===== config.mk =====
export PLATFORM = sky130hd
export DESIGN_NAME = mc_ctrl
export DESIGN_NICKNAME = d
export VERILOG_FILES = /design/src/rtl/mc_ctrl.sv
export SDC_FILE = /design/constraint.sdc
export NUM_CORES = 1
export LEC_CHECK = 0
export BUFFER_PORTS_ARGS = -buffer_cell sky130_fd_sc_hd__buf_2
export CAP_MARGIN = 15
export CORE_UTILIZATION = 40
export CTS_BUF_LIST = sky130_fd_sc_hd__clkbuf_4
export DETAILED_ROUTE_END_ITERATION = 12
export HOLD_SLACK_MARGIN = 0.08
export PLACE_DENSITY = 0.7
export SLEW_MARGIN = 25
export SYNTH_ARGS = -nofsm -noshare
export SYNTH_HDL_FRONTEND = slang
export SYNTH_SLANG_ARGS = --single-unit

===== constraint.sdc =====
create_clock -name clk -period 3.47 [get_ports clk]
set_clock_uncertainty 0.15 [all_clocks]
set_input_delay 0.5205 -clock clk [delete_from_list [all_inputs] [get_ports clk]]
set_output_delay 0.5205 -clock clk [all_outputs]
set_load 0.01 [all_outputs]

===== src/rtl/mc_ctrl.sv =====
// mc_ctrl: multicycle main controller for the MIPS-subset CPU.
// Sequences fetch, decode and the per-class execute/writeback steps, drives
// the datapath mux selects and enables, and guards every memory access with
// a request/acknowledge handshake plus a wait-cycle timeout.
module mc_ctrl #(
    parameter int unsigned MEM_TIMEOUT = 255
) (
    input  logic       clk,
    input  logic       rst,
    input  logic [5:0] opcode,
    input  logic [5:0] funct,
    input  logic       zero,
    input  logic       mem_ack,
    output logic       mem_req,
    output logic       mem_we,
    output logic       iord,
    output logic       ir_we,
    output logic       pc_we,
    output logic [1:0] pc_src,
    output logic       reg_we,
    output logic [1:0] reg_dst,
    output logic [1:0] mem_to_reg,
    output logic       alu_srca,
    output logic [1:0] alu_srcb,
    output logic [2:0] alu_op,
    output logic [3:0] state_o,
    output logic       bus_err,
    output logic       illegal
);

    typedef enum logic [3:0] {
        S_FETCH  = 4'd0,
        S_DECODE = 4'd1,
        S_MEMADR = 4'd2,
        S_MEMRD  = 4'd3,
        S_MEMWB  = 4'd4,
        S_MEMWR  = 4'd5,
        S_EXEC   = 4'd6,
        S_ALUWB  = 4'd7,
        S_BRANCH = 4'd8,
        S_JUMP   = 4'd9,
        S_IMMEX  = 4'd10,
        S_IMMWB  = 4'd11,
        S_JR     = 4'd12,
        S_ERR    = 4'd15
    } state_t;

    // Instruction opcodes (IR[31:26]).
    localparam logic [5:0] OP_RTYPE = 6'b000000;
    localparam logic [5:0] OP_LW    = 6'b100011;
    localparam logic [5:0] OP_SW    = 6'b101011;
    localparam logic [5:0] OP_BEQ   = 6'b000100;
    localparam logic [5:0] OP_BNE   = 6'b000101;
    localparam logic [5:0] OP_ADDI  = 6'b001000;
    localparam logic [5:0] OP_ORI   = 6'b001101;
    localparam logic [5:0] OP_J     = 6'b000010;
    localparam logic [5:0] OP_JAL   = 6'b000011;

    // R-type function codes (IR[5:0]).
    localparam logic [5:0] FN_ADD = 6'b100000;
    localparam logic [5:0] FN_SUB = 6'b100010;
    localparam logic [5:0] FN_AND = 6'b100100;
    localparam logic [5:0] FN_OR  = 6'b100101;
    localparam logic [5:0] FN_SLT = 6'b101010;
    localparam logic [5:0] FN_JR  = 6'b001000;

    // Datapath select encodings.
    localparam logic [1:0] PCSRC_ALU    = 2'd0;
    localparam logic [1:0] PCSRC_ALUOUT = 2'd1;
    localparam logic [1:0] PCSRC_JUMP   = 2'd2;
    localparam logic [1:0] PCSRC_RS     = 2'd3;

    localparam logic [1:0] DST_RT = 2'd0;
    localparam logic [1:0] DST_RD = 2'd1;
    localparam logic [1:0] DST_RA = 2'd2;

    localparam logic [1:0] WB_ALUOUT = 2'd0;
    localparam logic [1:0] WB_MDR    = 2'd1;
    localparam logic [1:0] WB_PC     = 2'd2;

    localparam logic [1:0] SRCB_RT    = 2'd0;
    localparam logic [1:0] SRCB_FOUR  = 2'd1;
    localparam logic [1:0] SRCB_IMM   = 2'd2;
    localparam logic [1:0] SRCB_IMMSH = 2'd3;

    localparam logic [2:0] ALU_ADD   = 3'd0;
    localparam logic [2:0] ALU_SUB   = 3'd1;
    localparam logic [2:0] ALU_FUNCT = 3'd2;
    localparam logic [2:0] ALU_OR    = 3'd3;

    localparam logic [15:0] TIMEOUT_LIMIT = 16'(MEM_TIMEOUT);

    state_t      state;
    logic [15:0] wait_cnt;
    logic [15:0] wait_inc;
    logic        waiting;
    logic        timeout_hit;
    logic        funct_alu;

    // Request states hold mem_req high; the counter tracks unacknowledged cycles
    // there, and the timeout fires on the cycle the count would reach the limit.
    assign waiting     = (state == S_FETCH) || (state == S_MEMRD) || (state == S_MEMWR);
    assign wait_inc    = wait_cnt + 16'd1;
    assign timeout_hit = waiting && !mem_ack && (wait_inc == TIMEOUT_LIMIT);
    assign funct_alu   = (funct == FN_ADD) || (funct == FN_SUB) || (funct == FN_AND) ||
                         (funct == FN_OR)  || (funct == FN_SLT);

    assign state_o = state;

    // State register, wait counter and sticky error flags.
    // NOTE: every register here uses <= so all of them update from the same
    // pre-edge values; mixing in = would make results depend on statement order.
    always_ff @(posedge clk) begin
        if (rst) begin
            state    <= S_FETCH;
            wait_cnt <= '0;
            bus_err  <= 1'b0;
            illegal  <= 1'b0;
        end else begin
            // Cleared unless a request state is still waiting this cycle.
            wait_cnt <= '0;
            case (state)
                S_FETCH: begin
                    if (mem_ack) begin
                        state <= S_DECODE;
                    end else if (timeout_hit) begin
                        state   <= S_ERR;
                        bus_err <= 1'b1;
                    end else begin
                        wait_cnt <= wait_inc;
                    end
                end
                S_DECODE: begin
                    case (opcode)
                        OP_LW, OP_SW:    state <= S_MEMADR;
                        OP_BEQ, OP_BNE:  state <= S_BRANCH;
                        OP_ADDI, OP_ORI: state <= S_IMMEX;
                        OP_J, OP_JAL:    state <= S_JUMP;
                        OP_RTYPE: begin
                            if (funct == FN_JR) begin
                                state <= S_JR;
                            end else if (funct_alu) begin
                                state <= S_EXEC;
                            end else begin
                                state   <= S_ERR;
                                illegal <= 1'b1;
                            end
                        end
                        default: begin
                            state   <= S_ERR;
                            illegal <= 1'b1;
                        end
                    endcase
                end
                S_MEMADR: state <= (opcode == OP_SW) ? S_MEMWR : S_MEMRD;
                S_MEMRD: begin
                    if (mem_ack) begin
                        state <= S_MEMWB;
                    end else if (timeout_hit) begin
                        state   <= S_ERR;
                        bus_err <= 1'b1;
                    end else begin
                        wait_cnt <= wait_inc;
                    end
                end
                S_MEMWR: begin
                    if (mem_ack) begin
                        state <= S_FETCH;
                    end else if (timeout_hit) begin
                        state   <= S_ERR;
                        bus_err <= 1'b1;
                    end else begin
                        wait_cnt <= wait_inc;
                    end
                end
                S_EXEC:  state <= S_ALUWB;
                S_IMMEX: state <= S_IMMWB;
                S_MEMWB, S_ALUWB, S_IMMWB, S_BRANCH, S_JUMP, S_JR: state <= S_FETCH;
                S_ERR:   state <= S_ERR;
                // Unused codes are treated like a fault and parked in ERR.
                default: state <= S_ERR;
            endcase
        end
    end

    // Output decode from the registered state; reset suppresses every enable.
    // NOTE: all outputs get a default first so no path through the case
    // leaves one unassigned, which would otherwise infer a latch.
    always_comb begin
        mem_req    = 1'b0;
        mem_we     = 1'b0;
        iord       = 1'b0;
        ir_we      = 1'b0;
        pc_we      = 1'b0;
        pc_src     = PCSRC_ALU;
        reg_we     = 1'b0;
        reg_dst    = DST_RT;
        mem_to_reg = WB_ALUOUT;
        alu_srca   = 1'b0;
        alu_srcb   = SRCB_RT;
        alu_op     = ALU_ADD;
        case (state)
            S_FETCH: begin
                mem_req  = 1'b1;
                alu_srcb = SRCB_FOUR;
                ir_we    = mem_ack;
                pc_we    = mem_ack;
            end
            S_DECODE: alu_srcb = SRCB_IMMSH;
            S_MEMADR: begin
                alu_srca = 1'b1;
                alu_srcb = SRCB_IMM;
            end
            S_MEMRD: begin
                mem_req = 1'b1;
                iord    = 1'b1;
            end
            S_MEMWB: begin
                reg_we     = 1'b1;
                mem_to_reg = WB_MDR;
            end
            S_MEMWR: begin
                mem_req = 1'b1;
                mem_we  = 1'b1;
                iord    = 1'b1;
            end
            S_EXEC: begin
                alu_srca = 1'b1;
                alu_op   = ALU_FUNCT;
            end
            S_ALUWB: begin
                reg_we  = 1'b1;
                reg_dst = DST_RD;
            end
            S_IMMEX: begin
                alu_srca = 1'b1;
                alu_srcb = SRCB_IMM;
                alu_op   = (opcode == OP_ORI) ? ALU_OR : ALU_ADD;
            end
            S_IMMWB: reg_we = 1'b1;
            S_BRANCH: begin
                alu_srca = 1'b1;
                alu_op   = ALU_SUB;
                pc_src   = PCSRC_ALUOUT;
                pc_we    = (opcode == OP_BNE) ? !zero : zero;
            end
            S_JUMP: begin
                pc_we  = 1'b1;
                pc_src = PCSRC_JUMP;
                // jal links PC (already PC+4) into $31 in the same cycle.
                if (opcode == OP_JAL) begin
                    reg_we     = 1'b1;
                    reg_dst    = DST_RA;
                    mem_to_reg = WB_PC;
                end
            end
            S_JR: begin
                pc_we  = 1'b1;
                pc_src = PCSRC_RS;
            end
            default: ;
        endcase
        if (rst) begin
            mem_req = 1'b0;
            mem_we  = 1'b0;
            ir_we   = 1'b0;
            pc_we   = 1'b0;
            reg_we  = 1'b0;
        end
    end

endmodule


==> run_results.csv <==
group,metric,value,unit
final_layout,antennaDiodeCount,0,
clocking,cts_buffers,3,
logic_synthesis,synth_compound_area_share,16.5,%
clocking,clkSlewWorstSetupHoldPaths,0.13,ns
logic_synthesis,synth-warning-count,0,
timing,clock.fmax,358,MHz
worst_setup_path,reg2reg_setup_slack,0.82,ns
clocking,clock_latency,0.31,ns
power_and_ir_drop,peakVddDrop,174,uV
timing,fin_ws,0.673,ns
logic_synthesis,async_reset_ff_share,0,%
timing,setup_violations,0,
final_layout,final_cells,327,
logic_synthesis,syn_inst,245,
clocking,cts_setup_buffers,0,
floorplan,ios,40,
logic_synthesis,muxShareOfSynthArea,1.73,%
floorplan,die_w,69.3,um
worst_setup_path,critPathMaxFanout,17,
logic_synthesis,synth_top_family_by_area,"simple AND/OR/NAND/NOR gates",
global_routing,track_usage,18.2,%
worst_setup_path,crit_type,"reg -> out",
logic_synthesis,synthesis.area,1810,sq um
drt,ant_nets,0,
drt,drcViolationCount,0,
min_path,hp-class,"reg -> reg",
worst_setup_path,critPathTopFamily,"simple AND/OR/NAND/NOR gates",
clocking,postCtsHoldBufs,0,
drt,num_vias,1823,
final_layout,final_nets,295,
logic_synthesis,synth_seq_area_share,24.3,%
logic_synthesis,synth_xor_area_share,9.61,%
timing,setup_tns,0,ns
final_layout,area_growth,14.2,%
timing,holdWs,0.325,ns
clocking,max-clock-path-buffers,2,
logic_synthesis,syn_area_per_cell,7.39,sq um
drt,viasPerCell,5.57,
clocking,cts_resized,0,
clocking,cts_tree,"done",
global_routing,grt_pass1_wl,7400,um
worst_setup_path,worstPathRequired,2.80,ns
timing,period_share,80.6,%
placement,io_buffers,38,
timing,rsz0062_at_grt,"no",
final_layout,fin_util,47.5,%
logic_synthesis,synth-simple-area-share,40.1,%
logic_synthesis,syn-num-nets,264,
floorplan,core,4350,sq um
worst_setup_path,arrival,2.13,ns
logic_synthesis,synth_common_cells,"nor2_1, nor3_1, dfxtp_1",
status,status,"complete, no violations",
logic_synthesis,ys.flop_type,"dfxtp_1",
placement,hpwlAfterDp,3110,um
flow_run,drv_cap,0,
placement,dp_slack,0.852,ns
logic_synthesis,synth_edf_count,0,
power_and_ir_drop,cellLeakagePower,0.797,nW
global_routing,antenna_found_initial,0,
power_and_ir_drop,p_total,1.18,mW
placement,dp.cells,323,
clocking,root_buffer,"clkbuf_4",
final_layout,final_cell_area,2070,sq um
floorplan,die_area,4800,sq um
timing,worst_pin_slew,0.563,ns
worst_setup_path,cp_slowest_cell,"dfxtp_1",
drt,drt-initial-drc-count,147,
power_and_ir_drop,p_per_area,569,nW/um^2
drt,wirelength,4160,um
final_layout,drive_above_1_share,19.3,%
logic_synthesis,yosysUniqueCellTypes,53,
logic_synthesis,synth_top_cell_area_share,24.3,%
clocking,cts_num_sinks,22,
placement,gp_congestion,0.918,
global_routing,grt_pass1_vias,1635,
global_routing,grt_max_degree,20,
drt,wl_per_cell,12.7,um
timing,slew_headroom,62.2,%
worst_setup_path,cp_num_buf_inv,2,
logic_synthesis,synth_fa_ha_area_share,2.07,%
timing,slew_viol_final,0,
clocking,htree_levels,1,
global_routing,overflow,0,
floorplan,die_h,69.3,um
timing,post-route-min-period,2.80,ns
logic_synthesis,synthTopCellsByArea,"dfxtp_1, nor3_1, xnor2_1",
timing,final-hold-violation-count,0,
worst_setup_path,crit_chain,"inv_1 > nor2_1 > nand4b_1 > nor3_1 > nor3_1 > nor2_1 > buf_2",
floorplan,initial_core_util,41.6,%
worst_setup_path,max_stage_delay,0.69,ns
logic_synthesis,synth_top_area_cell,"dfxtp_1",
drt,drt_first_pass_iters,4,
logic_synthesis,ys_ff_latch,22,
floorplan,row_count,24,
worst_setup_path,start_kind,"flop",
placement,place_area,2020,sq um
worst_setup_path,end_kind,"output port",
[power by group]
| part | switching, mW | leakage [nW] | total (mW) | internal (mW) |
|---|---|---|---|---|
| clock | 0.0792 | 0.0279 | 0.196 | 0.117 |
| sequential | 0.0474 | 0.178 | 0.329 | 0.282 |
| combinational | 0.385 | 0.591 | 0.652 | 0.267 |
[per-layer routing]
layer	share of wire, %	vias up	global-route usage, %
met5	0	-	0
met4	0.58	0	4.08
met3	2.9	4	2.18
met2	46	35	29.7
met1	50	835	25.7
li1	-	949	-
[cell type report]
cell class              instances  area [sq um]
flip-flops and latches         22           440
well taps                      52          65.1
fillers                       442          2290
clock buffers                   3          22.5
repair buffers                 41           213
multi-input cells             201          1270
clock inverters                 1          30.0
inverters                       7          26.3
[layout by cell type, fill, tap and decap left out, types with 4 or more instances in the layout]
master / netlist / routed
inv_1: 7 / 7
nor3b_1: 6 / 6
nand3_1: 12 / 12
nor2b_1: 4 / 4
xor2_1: 5 / 5
nor2_1: 30 / 30
xnor2_1: 13 / 13
o21a_1: 4 / 4
o211ai_1: 4 / 4
nor3_1: 30 / 30
dfxtp_1: 22 / 22
o21ai_0: 4 / 4
buf_2: 1 / 38
nand2b_1: 6 / 6
nand4_1: 4 / 4
nor4_1: 4 / 4
nand2_1: 21 / 21
a21oi_1: 8 / 8
[logic make-up (layout without fill, tap and decap cells)]
| kind of cell | after synthesis | in the layout |
|---|---|---|
| buffers and inverters | 22 | 52 |
| and+or+nand+nor | 134 | 134 |
| AOI/OAI and AO/OA | 41 | 41 |
| DFF | 22 | 22 |
| other | 1 | 1 |
| muxes | 3 | 3 |
| adders and majority gates | 3 | 3 |
| xor gates and xnor gates | 19 | 19 |
[flip-flops by register name, summed over array words and instances (netlist names)]
name,cells
bus_err,1
illegal,1
state_o,4
wait_cnt,16
[worst register-to-register path: cells and delay by family, from the launching register on]
family / cells / cell delay (ns)
flops: 1 / 0.47
compound gates: 1 / 0.23
simple gates: 4 / 1.19
fa+ha+maj: 1 / 0.37
xor+xnor: 1 / 0.19
[worst paths after layout]
kind,startpoint,end,depth (start not counted)
worst min-delay path,illegal,illegal,1
worst min register to register,illegal,illegal,1
worst max register to register,wait_cnt[0],state_o[0],7
worst max-delay path,state_o[3],reg_we,7
(Power assumes the default switching activity.)
